$ cat config.mk
export PLATFORM = sky130hd
export DESIGN_NAME = ncl_add_sequencer
export DESIGN_NICKNAME = d
export VERILOG_FILES = /design/src/rtl/ncl_add_sequencer.sv
export SDC_FILE = /design/constraint.sdc
export NUM_CORES = 1
export LEC_CHECK = 0
export CORE_ASPECT_RATIO = 2
export CORE_UTILIZATION = 35
export DETAILED_ROUTE_END_ITERATION = 7
export GPL_TIMING_DRIVEN = 0
export PLACE_DENSITY_LB_ADDON = 0.15
export SYNTH_ARGS = -nofsm -noshare
export SYNTH_HDL_FRONTEND = slang
export SYNTH_SLANG_ARGS = --single-unit
$ cat constraint.sdc
create_clock -name clk -period 2.6 [get_ports clk]
set_input_delay 0.65 -clock clk [delete_from_list [all_inputs] [get_ports clk]]
set_output_delay 0.65 -clock clk [all_outputs]
set_load 0.1 [all_outputs]
$ cat src/rtl/ncl_add_sequencer.sv
// Clocked wavefront sequencer for a dual-rail NULL-convention ripple adder.
// Drives DATA/NULL wavefronts, synchronizes the returned rails and captures the sum.
module ncl_add_sequencer #(
    parameter int WIDTH       = 8,
    parameter int SYNC_STAGES = 2,
    parameter int TIMEOUT     = 255
) (
    input  logic             clk,
    input  logic             reset,
    input  logic             req_valid,
    output logic             req_ready,
    input  logic [WIDTH-1:0] a,
    input  logic [WIDTH-1:0] b,
    input  logic             cin,
    output logic [WIDTH-1:0] a0,
    output logic [WIDTH-1:0] a1,
    output logic [WIDTH-1:0] b0,
    output logic [WIDTH-1:0] b1,
    output logic             ci0,
    output logic             ci1,
    input  logic [WIDTH-1:0] s0,
    input  logic [WIDTH-1:0] s1,
    input  logic             co0,
    input  logic             co1,
    output logic             res_valid,
    input  logic             res_ready,
    output logic [WIDTH-1:0] sum,
    output logic             cout,
    output logic             err
);

    localparam int SW = 2 * WIDTH + 2;
    localparam int CW = $clog2(TIMEOUT + 1);
    localparam logic [CW-1:0] TO_C = CW'(TIMEOUT);

    typedef enum logic [1:0] {
        ST_IDLE  = 2'd0,
        ST_DATA  = 2'd1,
        ST_NULLW = 2'd2,
        ST_ERR   = 2'd3
    } state_t;

    state_t          state_r;
    state_t          state_s;
    logic [CW-1:0]   cnt_r;
    logic [CW-1:0]   cnt_s;
    logic [CW-1:0]   cnt_inc_s;
    logic            accept_s;
    logic            capture_s;
    logic            res_valid_s;
    logic [SW-1:0]   sync_r [SYNC_STAGES];
    logic [WIDTH-1:0] sy_s0_s;
    logic [WIDTH-1:0] sy_s1_s;
    logic            sy_co0_s;
    logic            sy_co1_s;
    logic            data_done_s;
    logic            null_done_s;
    logic            illegal_s;

    // Every bit carries exactly one high rail (both-high fails the xor test).
    function automatic logic all_data(input logic [WIDTH-1:0] r0, input logic [WIDTH-1:0] r1,
                                      input logic c0, input logic c1);
        return (&(r0 ^ r1)) & (c0 ^ c1);
    endfunction

    function automatic logic all_null(input logic [WIDTH-1:0] r0, input logic [WIDTH-1:0] r1,
                                      input logic c0, input logic c1);
        return ~(|{r0, r1, c0, c1});
    endfunction

    function automatic logic any_illegal(input logic [WIDTH-1:0] r0, input logic [WIDTH-1:0] r1,
                                         input logic c0, input logic c1);
        return (|(r0 & r1)) | (c0 & c1);
    endfunction

    // Synchronizer chain for all asynchronous rails returned by the adder.
    always_ff @(posedge clk) begin
        if (reset) begin
            for (int i = 0; i < SYNC_STAGES; i++) begin
                sync_r[i] <= '0;
            end
        end else begin
            sync_r[0] <= {co1, co0, s1, s0};
            for (int i = 1; i < SYNC_STAGES; i++) begin
                sync_r[i] <= sync_r[i-1];
            end
        end
    end

    assign sy_s0_s  = sync_r[SYNC_STAGES-1][WIDTH-1:0];
    assign sy_s1_s  = sync_r[SYNC_STAGES-1][2*WIDTH-1:WIDTH];
    assign sy_co0_s = sync_r[SYNC_STAGES-1][2*WIDTH];
    assign sy_co1_s = sync_r[SYNC_STAGES-1][2*WIDTH+1];

    assign data_done_s = all_data(sy_s0_s, sy_s1_s, sy_co0_s, sy_co1_s);
    assign null_done_s = all_null(sy_s0_s, sy_s1_s, sy_co0_s, sy_co1_s);
    assign illegal_s   = any_illegal(sy_s0_s, sy_s1_s, sy_co0_s, sy_co1_s);
    assign cnt_inc_s   = cnt_r + CW'(1);

    // Next-state, phase counter and event decode.
    always_comb begin
        state_s   = state_r;
        cnt_s     = cnt_r;
        accept_s  = 1'b0;
        capture_s = 1'b0;
        case (state_r)
            ST_IDLE: begin
                cnt_s = '0;
                if (req_valid && req_ready) begin
                    accept_s = 1'b1;
                    state_s  = ST_DATA;
                end else begin
                    state_s  = ST_IDLE;
                end
            end
            ST_DATA: begin
                // Illegal rails outrank a simultaneous completion.
                if (illegal_s) begin
                    state_s = ST_ERR;
                end else if (data_done_s) begin
                    capture_s = 1'b1;
                    cnt_s     = '0;
                    state_s   = ST_NULLW;
                end else if (cnt_inc_s == TO_C) begin
                    state_s = ST_ERR;
                end else begin
                    cnt_s = cnt_inc_s;
                end
            end
            ST_NULLW: begin
                if (illegal_s) begin
                    state_s = ST_ERR;
                end else if (null_done_s) begin
                    cnt_s   = '0;
                    state_s = ST_IDLE;
                end else if (cnt_inc_s == TO_C) begin
                    state_s = ST_ERR;
                end else begin
                    cnt_s = cnt_inc_s;
                end
            end
            ST_ERR: begin
                cnt_s   = '0;
                state_s = ST_ERR;
            end
            default: begin
                cnt_s   = '0;
                state_s = ST_ERR;
            end
        endcase
    end

    // Result handshake: capture sets, a consuming edge clears.
    always_comb begin
        res_valid_s = res_valid;
        if (capture_s) begin
            res_valid_s = 1'b1;
        end else if (res_valid && res_ready) begin
            res_valid_s = 1'b0;
        end else begin
            res_valid_s = res_valid;
        end
    end

    // State, counter, rail drivers, result register and status outputs.
    always_ff @(posedge clk) begin
        if (reset) begin
            state_r   <= ST_IDLE;
            cnt_r     <= '0;
            a0        <= '0;
            a1        <= '0;
            b0        <= '0;
            b1        <= '0;
            ci0       <= 1'b0;
            ci1       <= 1'b0;
            res_valid <= 1'b0;
            sum       <= '0;
            cout      <= 1'b0;
            err       <= 1'b0;
            req_ready <= 1'b1;
        end else begin
            state_r <= state_s;
            cnt_r   <= cnt_s;
            if (accept_s) begin
                a1  <= a;
                a0  <= ~a;
                b1  <= b;
                b0  <= ~b;
                ci1 <= cin;
                ci0 <= ~cin;
            end else if (state_s != ST_DATA) begin
                a0  <= '0;
                a1  <= '0;
                b0  <= '0;
                b1  <= '0;
                ci0 <= 1'b0;
                ci1 <= 1'b0;
            end else begin
                a0  <= a0;
                a1  <= a1;
                b0  <= b0;
                b1  <= b1;
                ci0 <= ci0;
                ci1 <= ci1;
            end
            if (capture_s) begin
                sum  <= sy_s1_s;
                cout <= sy_co1_s;
            end else begin
                sum  <= sum;
                cout <= cout;
            end
            res_valid <= res_valid_s;
            err       <= (state_s == ST_ERR);
            req_ready <= (state_s == ST_IDLE) && !res_valid_s;
        end
    end

endmodule

==> out/qor.log <==
[hold_path] class of the tightest hold or removal check reg2reg
[run_status] violations in the final reports design-rule violations
[floorplanning] DIE WIDTH 71.4 um
[synthesis] library cells used by synthesis 49
[place] final estimated routing congestion in global placement 0.800
[critical_path] data arrival time at the worst-slack endpoint 1.84 ns
[place] half-perimeter wire length after detailed placement 5560 um
[critical_path] kind of capture point of the worst setup path output port
[routing] average vias per placed instance 4.94
[critical_path] critical path fanouts, max 2
[clock_tree] cell at the root of the clock tree sky130_fd_sc_hd__clkbuf_16
[critical_path] cell-by-cell trace of the critical path clkdlybuf4s50_1
[routing] total iterations of the first detailed-routing run 6
[clock_tree] CTS Hold Buffers Added 0
[final_layout] area of the multi-input gates 0.00144 mm2
[critical_path] worst setup path class reg2out
[synthesis] synthesized netlist cell count 313
[place] worst slack, placed -0.245 ns
[clock_tree] number of CTS-inserted buffers 9
[global_routing] via count of the first global-routing pass 2516
[run] max-cap check violation count 0
[synthesis] library cell with the highest instance count after synthesis sky130_fd_sc_hd__dfxtp_1
[synthesis] Post-Synthesis Mean Instance Area 10.8 um2
[synthesis] post-synth top area share 54.7%
[critical_path] kind of cell adding the most delay to the critical path buffers and inverters
[floorplanning] row count 50
[global_routing] initial antenna violation count 0
[sta] min Tclk post-route 2.49 ns
[sta] Final Hold Fails 0
[clock_tree] Reg clk slew, reported paths 0.06 ns
[routing] vias 2585
[sta] setup repair after global routing missed its margin no
[critical_path] required arrival time at the worst endpoint 1.95 ns
[sta] Period Utilization, post-route 95.8%
[synthesis] top flip-flop cell by instance count after synthesis sky130_fd_sc_hd__dfxtp_1
[clock_tree] clock sink count 92
[synthesis] sequential share of the synthesized area 54.7%
[synthesis] area fraction in compound gates after synthesis 15.8%
[sta] Worst-Margin Slew 1.01 ns
[global_routing] Tot GR Track Use 15.8%
[floorplanning] Die Ht 141 um
[routing] final routed wire length divided by cell count 14.0 um
[synthesis] cell accounting for the most synthesized area sky130_fd_sc_hd__dfxtp_1
[final_layout] fin util 50.7%
[clock_tree] number of levels the H-tree was split into 3
[final_layout] area growth from synthesis to layout 40.3%
[clock_tree] maximum clock path buffer count 2
[routing] number of nets with antenna violations after detailed routing 0
[sta] Slew headroom 32.5%
[critical_path] Crit path largest cell delay 1.16 ns
[sta] Setup Skew 0.00665 ns
[place] count of input and output buffers 84
[global_routing] residual overflow from global routing 0
[synthesis] number of enable flip-flop cells after synthesis 0
[final_layout] area occupied by registers 0.00184 mm2
[final_layout] final antenna diode count 0
[synthesis] largest family of logic cells by synthesized area simple AND/OR/NAND/NOR gates
[routing] number of DRC markers after the initial detailed-route iteration 84
[synthesis] net count after synthesis 364
[synthesis] synthesized-area fraction occupied by adder cells 4.46%
[final_layout] number of nets in the layout 465
[power_and_ir_drop] power per cell area 716 mW/mm2
[final_layout] fraction of layout cells with a size suffix above 1 14.3%
[sta] number of max-slew violations in the final report 0
[synthesis] Yosys warning count 0
[global_routing] global-route wire length before repair 12000 um
[clock_tree] CTS tree yes
[sta] final setup vio count 0
[sta] upper clock frequency limit 0.401 GHz
[synthesis] Simple-Gate Fraction of Synth Area 20.3%
[critical_path] CP max-delay cell sky130_fd_sc_hd__clkdlybuf4s50_1
[global_routing] pin count of the biggest net entering global routing 17
[floorplanning] area of the die 0.0100 mm2
[routing] Final Routed Wirelength 7310 um
[run_status] outcome finished, violations left
[floorplanning] Starting Density 36.1%
[floorplanning] core footprint 0.00932 mm2
[final_layout] number of filler instances in the final layout 874
[sta] worst setup slack after layout 0.108 ns
[synthesis] flops & latches, synth 92
[floorplanning] number of I/O pins 85
[synthesis] cell area after synthesis 0.00337 mm2
[critical_path] number of buffer and inverter instances along the worst setup path 1
[synthesis] XOR/XNOR Fraction of Synth Area 1.56%
[synthesis] most frequent cells after synthesis 92 x sky130_fd_sc_hd__dfxtp_1, 37 x sky130_fd_sc_hd__nor2b_1, 30 x sky130_fd_sc_hd__nand2_1
[clock_tree] Clock Latency Late Sink 0.33 ns
[critical_path] CP startpoint kind flop
[power_and_ir_drop] leak pwr 1.79 nW
[routing] DRC violations left 10
[synthesis] share of cell area taken by muxes after synthesis 0%
[synthesis] async set or reset register ratio after synthesis 0%
[power_and_ir_drop] worst ir drop on vdd 0.000428 V
[synthesis] dominant cells by area after synthesis sky130_fd_sc_hd__dfxtp_1 55%, sky130_fd_sc_hd__nor2b_1 6.9%, sky130_fd_sc_hd__a22o_2 4.5%
-- what timing repair did --
| action | 4_1_cts | 5_1_grt |
|---|---|---|
| cloned | 0 | 0 |
| setup buffers | 6 | 0 |
| resized for setup | 2 | 7 |
| pin swaps | 4 | 4 |
| setup endpoints to repair | 30 | 34 |
-- path summary, 6_finish.rpt --
path                   end     startpoint  slack, ns  depth (start not counted)
max                  b0[1]          b0[1]       0.11                          1
min          sync_r[0][33]  sync_r[0][15]       0.43                          1
max reg2reg          b0[1]  sync_r[0][33]       0.12                          9
min reg2reg  sync_r[0][33]  sync_r[0][15]       0.43                          1
-- cell families (layout without fill, tap and decap cells) --
group                    count (synthesis)  count (layout)
AO/OA/AOI/OAI                           66              66
XOR/XNOR                                 6               6
adder cells (fa/ha/maj)                 12              12
buffers and inverters                   19             125
flip-flops                              92              92
AND/OR/NAND/NOR                        118             118
-- through the flow --
| step | hold slack [ns] | instance area (um2) | setup TNS [ns] | total power (W) | std cells |
|---|---|---|---|---|---|
| floorplan | 0.414 | 3370 | 0 | 0.00192 | 313 |
| global placement | 0.416 | 4340 | -5.89 | 0.00209 | 501 |
| detailed placement | 0.420 | 4340 | -7.29 | 0.00209 | 501 |
| CTS | 0.435 | 4700 | 0 | 0.00342 | 523 |
| global route | 0.457 | 4730 | 0 | 0.00352 | 523 |
| finish | 0.434 | 4730 | 0 | 0.00339 | 523 |
-- state kept, by name, summed over array words and instances (netlist names) --
register and cells:
sum 8, err 1, b0 8, a0 8
sync_r 36, ci1 1, cnt_r 8, req_ready 1
state_r 2, a1 8, cout 1, res_valid 1
b1 8, ci0 1
-- power by group --
group	internal, W	total, W	switching, W
Sequential	0.00147	0.00151	0.0000338
Clock	0.000777	0.00131	0.000531
Combinational	0.000198	0.000570	0.000371
Total	0.00245	0.00339	0.000937
-- layer usage --
layer | global-route usage [%] | part of all wire [%]
met1 | 14.2 | 35
met5 | 0 | 0
met2 | 31.1 | 58
met3 | 3.50 | 4.1
met4 | 8.32 | 3.1
-- layout by cell type, fill, tap and decap left out, types with 3 or more instances in the layout --
cell,n
sky130_fd_sc_hd__a21oi_1,14
sky130_fd_sc_hd__a22o_2,15
sky130_fd_sc_hd__and3b_1,3
sky130_fd_sc_hd__buf_4,5
sky130_fd_sc_hd__buf_6,4
sky130_fd_sc_hd__clkbuf_1,8
sky130_fd_sc_hd__clkbuf_16,9
sky130_fd_sc_hd__clkdlybuf4s50_1,84
sky130_fd_sc_hd__dfxtp_1,90
sky130_fd_sc_hd__ha_1,11
sky130_fd_sc_hd__inv_1,4
sky130_fd_sc_hd__nand2_1,30
sky130_fd_sc_hd__nand2b_1,4
sky130_fd_sc_hd__nand3_1,4
sky130_fd_sc_hd__nand4_1,4
sky130_fd_sc_hd__nor2_1,12
sky130_fd_sc_hd__nor2b_1,37
sky130_fd_sc_hd__nor3_1,3
sky130_fd_sc_hd__o21ai_0,4
sky130_fd_sc_hd__o2bb2ai_1,17
sky130_fd_sc_hd__xnor2_1,3
sky130_fd_sc_hd__xor2_1,3
-- cell type report --
type	count	share of cell area, %
buffer	15	1.99
multi-input combinational	202	30.5
sequential	92	39.0
clock buffer	10	5.06
timing repair buffer	90	18.8
clock inverter	6	1.51
tap	104	2.75
inverter	4	0.318
No activity file was read; power rests on OpenSTA's default activity.
